`src/rtl/fetch_mem_unit.sv`:
```
// fetch_mem_unit
// Multicycle datapath front end: holds PC, PCBack, IR and MDR and drives the
// shared instruction/data memory through a req/ready handshake. Any memory
// access raises oStall until the memory completes it, so the control FSM
// holds its state while oStall=1.
//
// Ports:
//   iClk, iRst            clock, synchronous active-high reset
//   iWritePC/iWritePCCond PC write strobes (the conditional one uses iZero)
//   iWritePCB             copy PC into PCBack
//   iWriteIR              load IR from the completing read
//   iLoadD                address select: 0=PC, 1=iALUOut
//   iMemRead/iMemWrite    access request
//   iOrigPC               next-PC source select
//   iALUResult/iALUOut    combinational / registered ALU results
//   iStoreData            store data
//   iMemRData/iMemReady   memory read data and completion
//   oMemReq/oMemWe/oMemAddr/oMemWData  memory request side
//   oPC/oPCBack/oInst/oMDR architectural registers
//   oStall/oMemErr        hold request to the control FSM, sticky error
module fetch_mem_unit #(
  parameter logic [31:0] RESET_PC = 32'h0040_0000,
  parameter int          TIMEOUT  = 16,
  parameter int          CNT_W    = 5
) (
  input  logic        iClk,
  input  logic        iRst,
  input  logic        iWritePC,
  input  logic        iWritePCCond,
  input  logic        iZero,
  input  logic        iWritePCB,
  input  logic        iWriteIR,
  input  logic        iLoadD,
  input  logic        iMemRead,
  input  logic        iMemWrite,
  input  logic [1:0]  iOrigPC,
  input  logic [31:0] iALUResult,
  input  logic [31:0] iALUOut,
  input  logic [31:0] iStoreData,
  input  logic [31:0] iMemRData,
  input  logic        iMemReady,
  output logic        oMemReq,
  output logic        oMemWe,
  output logic [31:0] oMemAddr,
  output logic [31:0] oMemWData,
  output logic [31:0] oPC,
  output logic [31:0] oPCBack,
  output logic [31:0] oInst,
  output logic [31:0] oMDR,
  output logic        oStall,
  output logic        oMemErr
);

  typedef enum logic [1:0] {
    IDLE  = 2'b00,
    BUSY  = 2'b01,
    ERROR = 2'b10
  } state_t;

  // Last BUSY cycle index before the access is declared dead.
  localparam logic [CNT_W-1:0] CNT_LAST = CNT_W'(TIMEOUT - 1);
  localparam logic [CNT_W-1:0] CNT_ONE  = CNT_W'(1);

  state_t           state_r, nextState_s;
  logic [CNT_W-1:0] waitCnt_r;
  logic [31:0]      pc_r, pcBack_r, inst_r, mdr_r, memAddr_r, memWData_r;
  logic             memReq_r, memWe_r, memErr_r, irIntent_r;
  logic [31:0]      reqAddr_s, nextPc_s;
  logic             reqAny_s, reqBad_s, reqOk_s;
  logic             stall_s, done_s, timeout_s, pcWrite_s;

  // Request decode: address select and legality of the requested access.
  always_comb begin
    reqAddr_s = iLoadD ? iALUOut : pc_r;
    reqAny_s  = iMemRead | iMemWrite;
    reqBad_s  = (iMemRead & iMemWrite) | (reqAny_s & (reqAddr_s[1:0] != 2'b00));
    reqOk_s   = reqAny_s & ~reqBad_s;
  end

  // Access FSM next state and stall generation.
  always_comb begin
    nextState_s = state_r;
    stall_s     = 1'b0;
    done_s      = 1'b0;
    timeout_s   = 1'b0;
    case (state_r)
      IDLE: begin
        if (reqBad_s) begin
          nextState_s = ERROR;
          stall_s     = 1'b1;
        end else if (reqOk_s) begin
          nextState_s = BUSY;
          stall_s     = 1'b1;
        end else begin
          stall_s     = 1'b0;
        end
      end
      BUSY: begin
        if (iMemReady) begin
          // Completing cycle: stall drops so this edge also commits PC/PCBack.
          nextState_s = IDLE;
          done_s      = 1'b1;
        end else if (waitCnt_r == CNT_LAST) begin
          nextState_s = ERROR;
          stall_s     = 1'b1;
          timeout_s   = 1'b1;
        end else begin
          stall_s     = 1'b1;
        end
      end
      ERROR: begin
        stall_s = 1'b1;
      end
      default: begin
        nextState_s = IDLE;
        stall_s     = 1'b1;
      end
    endcase
  end

  // Next-PC source mux; source 11 holds the current PC.
  always_comb begin
    case (iOrigPC)
      2'b00:   nextPc_s = iALUResult;
      2'b01:   nextPc_s = iALUOut;
      2'b10:   nextPc_s = {iALUResult[31:1], 1'b0};
      default: nextPc_s = pc_r;
    endcase
    pcWrite_s = (iWritePC | (iWritePCCond & iZero)) & ~stall_s;
  end

  // Access FSM state register.
  always_ff @(posedge iClk) begin
    if (iRst) begin
      state_r <= IDLE;
    end else begin
      state_r <= nextState_s;
    end
  end

  // Wait-cycle counter: counts BUSY cycles, cleared on completion.
  always_ff @(posedge iClk) begin
    if (iRst) begin
      waitCnt_r <= '0;
    end else if (state_r == BUSY) begin
      waitCnt_r <= done_s ? '0 : (waitCnt_r + CNT_ONE);
    end else if (state_r == IDLE) begin
      waitCnt_r <= '0;
    end
  end

  // Latched request: address, data, direction and IR intent are frozen
  // at the request so later PC or strobe changes cannot disturb the access.
  always_ff @(posedge iClk) begin
    if (iRst) begin
      memReq_r   <= 1'b0;
      memWe_r    <= 1'b0;
      memAddr_r  <= 32'h0000_0000;
      memWData_r <= 32'h0000_0000;
      irIntent_r <= 1'b0;
    end else if ((state_r == IDLE) && reqOk_s) begin
      memReq_r   <= 1'b1;
      memWe_r    <= iMemWrite;
      memAddr_r  <= reqAddr_s;
      memWData_r <= iStoreData;
      irIntent_r <= iWriteIR;
    end else if (done_s | timeout_s) begin
      memReq_r   <= 1'b0;
    end
  end

  // Sticky error flag, cleared only by reset.
  always_ff @(posedge iClk) begin
    if (iRst) begin
      memErr_r <= 1'b0;
    end else if (((state_r == IDLE) && reqBad_s) | timeout_s) begin
      memErr_r <= 1'b1;
    end
  end

  // Read-data capture into MDR and, when requested, IR.
  always_ff @(posedge iClk) begin
    if (iRst) begin
      mdr_r  <= 32'h0000_0000;
      inst_r <= 32'h0000_0000;
    end else if (done_s & ~memWe_r) begin
      mdr_r <= iMemRData;
      if (irIntent_r) begin
        inst_r <= iMemRData;
      end
    end
  end

  // PC and PCBack updates, both frozen while stalled.
  always_ff @(posedge iClk) begin
    if (iRst) begin
      pc_r     <= RESET_PC;
      pcBack_r <= 32'h0000_0000;
    end else begin
      if (pcWrite_s) begin
        pc_r <= nextPc_s;
      end
      if (iWritePCB & ~stall_s) begin
        pcBack_r <= pc_r;
      end
    end
  end

  assign oMemReq   = memReq_r;
  assign oMemWe    = memWe_r;
  assign oMemAddr  = memAddr_r;
  assign oMemWData = memWData_r;
  assign oPC       = pc_r;
  assign oPCBack   = pcBack_r;
  assign oInst     = inst_r;
  assign oMDR      = mdr_r;
  assign oStall    = stall_s;
  assign oMemErr   = memErr_r;

endmodule
```
`config.mk`:
```
export PLATFORM = sky130hd
export DESIGN_NAME = fetch_mem_unit
export DESIGN_NICKNAME = d
export VERILOG_FILES = /design/src/rtl/fetch_mem_unit.sv
export SDC_FILE = /design/constraint.sdc
export NUM_CORES = 1
export LEC_CHECK = 0
export ABC_CLOCK_PERIOD_IN_PS = 2800
export CAP_MARGIN = 20
export CORE_ASPECT_RATIO = 1.2
export CORE_MARGIN = 3
export CORE_UTILIZATION = 40
export DETAILED_ROUTE_END_ITERATION = 8
export GPL_ROUTABILITY_DRIVEN = 1
export PLACE_DENSITY = 0.75
export SLEW_MARGIN = 20
export SYNTH_ARGS = -nofsm -noshare
export SYNTH_HDL_FRONTEND = slang
export SYNTH_SLANG_ARGS = --single-unit
```
`constraint.sdc`:
```
create_clock -name iClk -period 2.8 [get_ports iClk]
set_input_delay 0.7 -clock iClk [delete_from_list [all_inputs] [get_ports iClk]]
set_output_delay 0.7 -clock iClk [all_outputs]
set_load 0.01 [all_outputs]
```
==> reports/qor.csv, run 1 <==
stage;metric;value;unit
outcome;status;completed;
floorplan;Core Region;20540;um^2
synthesis;most frequent cell after synthesis;dfxtp_1;
timing;Setup Skew;0.01030;ns
critical_path;CP Data Required Time;2.10;ns
routing;Final ANT Viol Nets;0;
grt;Global Route Usage Sum;23.03;%
power;VDD IR max;404.3;uV
clocking;Num CTS Buffers;22;
timing;setup TNS;0;ns
routing;post-route DRC violation count;0;
routing;first-iteration detailed-routing DRC count;445;
synthesis;Area contributors post-synth;dfxtp_1 48%, nand2_1 8.7%, a21oi_1 6.3%;
timing;fin crit share;92.91;%
routing;DRT Pass-1 Iters;5;
clocking;CTS Root Cell;clkbuf_16;
finish;layout cells sized above 1;7.985;%
clocking;clock sinks;203;
floorplan;initial core utilization;41.16;%
clocking;worst skew pair latency;0.50;ns
clocking;hold_buf cts;0;
routing;DR WL/cell;17.94;um
placement;Port Buffers;336;
floorplan;IO Count;337;
finish;number of diodes;0;
synthesis;synth unique cells;39;
timing;final hold vios;0;
placement;Final Wtd Congestion;0.8390;
placement;DP HPWL;19230;um
routing;Total Wirelength;28350;um
timing;minimum clock period;2.601;ns
clocking;H-tree depth;1;
synthesis;sequential area share after synthesis;48.07;%
timing;Final setup viols;0;
grt;initial antenna violation count;0;
critical_path;Crit. End Element;output port;
power;static leakage;4.455;nW
job;max-cap violation count;0;
grt;GRT overflow;0;
grt;vias in the first global route;7947;
floorplan;die area;22920;um^2
synthesis;Synth area leader;dfxtp_1;
grt;first-pass GRT wire length;43260;um
floorplan;Die Y;165.3;um
clocking;CTS tree;done;
synthesis;most used flip-flop cell after synthesis;dfxtp_1;
timing;f_max;0.3844;GHz
synthesis;cell area after synthesis;8454;um^2
synthesis;Post-synth EDFFs;0;
power;pwr/cell area;551.8;nW/um^2
synthesis;syn avg cell area;8.446;um^2
timing;Least-Margin Pin Slew;0.5582;ns
critical_path;Crit Path Class;in2out;
grt;largest net degree at the start of global routing;92;
clocking;post_cts resized;1;
min_path;worst min path class;reg2reg;
timing;Max transition margin;62.78;%
floorplan;Rows;57;
routing;Vias/cell;5.215;
synthesis;commonest cells in the synthesized netlist;203 x dfxtp_1, 195 x nand2_1, 107 x a21oi_1, 100 x o21ai_0, 79 x clkbuf_1;
clocking;deepest clock path buffer count;3;
critical_path;Max FO, Critical Path;3;
synthesis;Post-Syn Nets;1147;
clocking;post-CTS setup buffer count;0;
power;Pwr Total;7.108;mW
timing;unrepaired setup endpoints after global routing;no;
timing;Pins Over Slew Limit;0;
floorplan;Die Span X;138.7;um
synthesis;Yosys reg bits;203;
synthesis;Yosys warnings;0;
synthesis;Mapped Cells;1001;
finish;area grow syn2layout;52.35;%
clocking;Worst-path clk slew;0.06;ns
critical_path;WP data arrival;1.90;ns
routing;via count;8239;
finish;final net count;1449;
synthesis;asr flop ratio synth;0;%
synthesis;Yosys top cell area share;48.07;%
critical_path;crit path launch type;input pin;
==> worst paths after layout <==
path	to	slack, ns	startpoint	cells after the start
max	oStall	0.20	iMemWrite	5
min	oPCBack[24]	0.45	oPCBack[24]	2
max reg2reg	oPC[25]	0.85	state_r[0]	5
min reg2reg	oPCBack[24]	0.45	oPCBack[24]	2
==> placed cells by master, fill, tap and decap left out, drive strengths merged, types with 2 or more instances in the layout <==
cell type	instances
nor2	41
clkbuf	34
nand2b	35
buf	35
clkdlybuf4s50	333
a21oi	107
ha	5
or2	2
nor4	3
a22oi	31
nand3b	3
o31ai	30
a211oi	32
clkinv	2
nor2b	65
mux2i	32
nand2	195
nor3	4
dfxtp	203
o21ai	100
nor3b	3
inv	3
==> layer usage <==
layer / global-route usage, % / share of wire, % / up-vias
met1: 27.93 / 41 / 3867
li1: - / - / 4017
met2: 40.72 / 50 / 301
met3: 5.184 / 6.8 / 54
met4: 7.740 / 3.1 / 0
met5: 0 / 0 / -
==> state kept, by name (all words and copies together) (netlist names), 2 cells and up <==
| name | count |
|---|---|
| oMDR | 32 |
| oMemAddr | 32 |
| oPC | 32 |
| oInst | 32 |
| oMemWData | 32 |
| oPCBack | 32 |
| state_r | 2 |
| waitCnt_r | 5 |
==> through the flow <==
stage	instance area (um^2)	util (%)	std cells	hold slack, ns	setup slack (ns)
after global placement	12180	59.29	1544	0.4411	-0.02251
after CTS	12880	62.71	1580	0.4531	0.1973
after global routing	12880	62.71	1580	0.4668	0.08747
after floorplan	8454	-	1001	0.4570	0.5902
final	12880	62.71	1580	0.4502	0.1985
after detailed placement	12180	59.29	1544	0.4453	-0.03897
==> layout make-up <==
cell class | instances | area (um^2)
inverters | 3 | 11.26
multi-input cells | 703 | 4029
repair buffers | 370 | 3741
clock buffers | 33 | 663.1
flip-flops and latches | 203 | 4064
clock inverters | 3 | 40.04
well taps | 265 | 331.6
fillers | 1796 | 7660
==> power by group <==
group | leakage [nW] | internal, mW | switching, mW
Sequential | 1.64 | 3.01 | 0.0837
Clock | 0.347 | 1.71 | 1.13
Combinational | 2.46 | 0.591 | 0.582
==> kinds of logic after synthesis <==
logic type | share of synthesized area, %
flip-flops | 48.07
AO/OA/AOI/OAI | 22.95
multiplexers | 3.789
adder cells (fa/ha/maj) | 0.7400
buffers and inverters | 4.721
AND/OR/NAND/NOR | 19.73
==> worst max-delay path, stage by stage <==
cell and delay [ns]:
clkdlybuf4s50_1 0.42, nor4_1 0.28, buf_4 0.16, a21oi_1 0.03, dlygate4sd2_1 0.30
No activity file was read; power rests on OpenSTA's default activity.
==> run 2, diff against run 1 <==
--- a/config.mk
+++ b/config.mk
@@ -5,14 +5,14 @@
 export SDC_FILE = /design/constraint.sdc
 export NUM_CORES = 1
 export LEC_CHECK = 0
-export ABC_CLOCK_PERIOD_IN_PS = 2800
+export ABC_CLOCK_PERIOD_IN_PS = 2400
 export CAP_MARGIN = 20
 export CORE_ASPECT_RATIO = 1.2
 export CORE_MARGIN = 3
 export CORE_UTILIZATION = 40
 export DETAILED_ROUTE_END_ITERATION = 8
+export DONT_BUFFER_PORTS = 1
 export GPL_ROUTABILITY_DRIVEN = 1
-export PLACE_DENSITY = 0.75
 export SLEW_MARGIN = 20
 export SYNTH_ARGS = -nofsm -noshare
 export SYNTH_HDL_FRONTEND = slang
==> constraint.sdc (replaced) <==
create_clock -name iClk -period 2.4 [get_ports iClk]
set_input_delay 0.6 -clock iClk [delete_from_list [all_inputs] [get_ports iClk]]
set_output_delay 0.6 -clock iClk [all_outputs]
set_load 0.01 [all_outputs]
==> run 2 against run 1 <==
Clock-buffer cell count grew 1. Final cell count shrank 22%. Total power grew 7.5%. First-iteration DRC count shrank 6.7%. Die area is the same.
==> reports/qor.csv, run 2 (synthesized netlist as in run 1, its figures left out) <==
stage;metric;value;unit;change
timing;Final setup viols;0;;unchanged
placement;DP Worst Slack;0.2153;ns;+0.2543 ns
finish;area grow syn2layout;10.18;%;
power;static leakage;3.121;nW;-30%
routing;post-route DRC violation count;0;;unchanged
min_path;worst min path class;in2reg;;
grt;first-pass GRT wire length;37430;um;-13%
grt;GRT overflow;0;;unchanged
finish;Filler Cell Count;2045;;+14%
critical_path;CP delay by family, top;flip-flops;;
timing;Pins Over Slew Limit;0;;unchanged
critical_path;Crit Path Class;reg2out;;
floorplan;Rows;57;;unchanged
clocking;H-tree depth;1;;unchanged
floorplan;initial core utilization;41.16;%;unchanged
clocking;Num CTS Buffers;22;;unchanged
timing;Least-Margin Pin Slew;0.7663;ns;+0.2080 ns
finish;final net count;1096;;-24%
critical_path;Reg2Reg Depth;5;;unchanged
timing;unrepaired setup endpoints after global routing;no;;
min_path;Hold Path Cell Cnt;1;;-1
placement;Port Buffers;0;;-100%
clocking;deepest clock path buffer count;3;;unchanged
clocking;CTS Root Cell;clkbuf_16;;
routing;Final ANT Viol Nets;0;;unchanged
grt;initial antenna violation count;0;;unchanged
routing;DRT Pass-1 Iters;5;;unchanged
timing;Max transition margin;48.91;%;-14 points
placement;Final Wtd Congestion;0.8242;;-1.8%
critical_path;crit path launch type;register;;
outcome;status;completed;;
critical_path;WP data arrival;1.59;ns;-0.31 ns
placement;DP HPWL;16070;um;-16%
finish;most common cell after layout, fill and taps aside;dfxtp_1;;
routing;Vias/cell;5.504;;+5.6%
critical_path;worst-path cell chain;buf_4 -> nor2b_1 -> a21oi_1;;
routing;first-iteration detailed-routing DRC count;415;;-6.7%
grt;vias in the first global route;6422;;-19%
critical_path;critical path depth in cells;3;;-2
floorplan;Core Region;20540;um^2;unchanged
finish;Layout Utilization;45.35;%;-17 points
floorplan;Die Span X;138.7;um;unchanged
floorplan;Die Y;165.3;um;unchanged
critical_path;CP Data Required Time;1.80;ns;-0.30 ns
routing;Total Wirelength;24600;um;-13%
grt;largest net degree at the start of global routing;269;;+190%
clocking;post_cts resized;0;;-1
timing;fin crit share;91.37;%;
timing;f_max;0.4560;GHz;
timing;Final WS setup;0.2070;ns;+0.008502 ns
clocking;hold_buf cts;0;;unchanged
critical_path;Crit. End Element;output port;;
power;pwr/cell area;820.2;nW/um^2;+49%
critical_path;CP Buf/Inv Count;1;;-2
routing;DR WL/cell;20.03;um;+12%
critical_path;CP max-delay cell;dfxtp_1;;
job;max-cap violation count;0;;unchanged
floorplan;IO Count;337;;unchanged
timing;minimum clock period;2.193;ns;
clocking;CTS tree;done;;
clocking;Worst-path clk slew;0.06;ns;about the same
clocking;clock sinks;203;;unchanged
power;VDD IR max;526.8;uV;+30%
timing;final hold vios;0;;unchanged
clocking;worst skew pair latency;0.50;ns;about the same
floorplan;die area;22920;um^2;unchanged
critical_path;CP peak stage delay;0.42;ns;about the same
critical_path;Max FO, Critical Path;15;;+12
power;Pwr Total;7.641;mW;+7.5%
grt;Global Route Usage Sum;19.63;%;-3.4 points
routing;via count;6759;;-18%
clocking;post-CTS setup buffer count;0;;unchanged
timing;setup TNS;0;ns;unchanged
finish;layout cells sized above 1;8.930;%;+0.95 points
finish;leading cell types in the layout, fill and taps excluded;203 x dfxtp_1, 195 x nand2_1, 107 x a21oi_1;;
finish;number of diodes;0;;unchanged
timing;Setup Skew;0.01531;ns;+0.005009 ns
timing;final hold slack;0.2299;ns;-0.2204 ns
[run 2: area by class of cell]
type	count	area, um^2	share of cell area (%)
Timing Repair Buffer	17	165.2	1.773
Clock inverter	3	51.30	0.5507
Sequential cell	203	4064	43.63
Tap cell	265	331.6	3.559
Multi-Input combinational cell	703	4036	43.33
Clock buffer	34	655.6	7.038
Inverter	3	11.26	0.1209
[run 2: worst paths after layout]
| path | start | to | slack [ns] |
|---|---|---|---|
| hold / removal | iRst | oMemReq | 0.23 |
| setup reg to reg | state_r[1] | oPCBack[11] | 0.38 |
| setup / recovery | state_r[1] | oStall | 0.21 |
| hold reg to reg | waitCnt_r[3] | waitCnt_r[3] | 0.50 |
[run 2: metal layers]
layer | track usage, % | vias up | wire (um)
li1 | - | 3309 | -
met1 | 23.68 | 3147 | 9671
met5 | 0 | - | 0
met3 | 6.999 | 30 | 2499
met4 | 5.916 | 0 | 483
met2 | 33.19 | 273 | 11940
[run 2: through the flow]
step	cells	instance area (um^2)
6_report	1228	9315
5_1_grt	1228	9315
4_1_cts	1228	9315
3_5_place_dp	1191	8608
3_3_place_gp	1191	8608
2_1_floorplan	1001	8454
[run 2: worst reg2reg max path: cells and delay by family (launching register included)]
family | cells | cell delay [ns]
AOI/OAI and AO/OA | 2 | 0.86
and+or+nand+nor | 2 | 0.43
buffers and inverters | 1 | 0.24
DFF | 1 | 0.42
[run 2: where the power goes]
| part | leakage [nW] | internal [mW] | switching, mW |
|---|---|---|---|
| registers | 1.64 | 3.51 | 0.195 |
| logic | 1.13 | 0.246 | 0.388 |
| clock network | 0.346 | 1.98 | 1.32 |
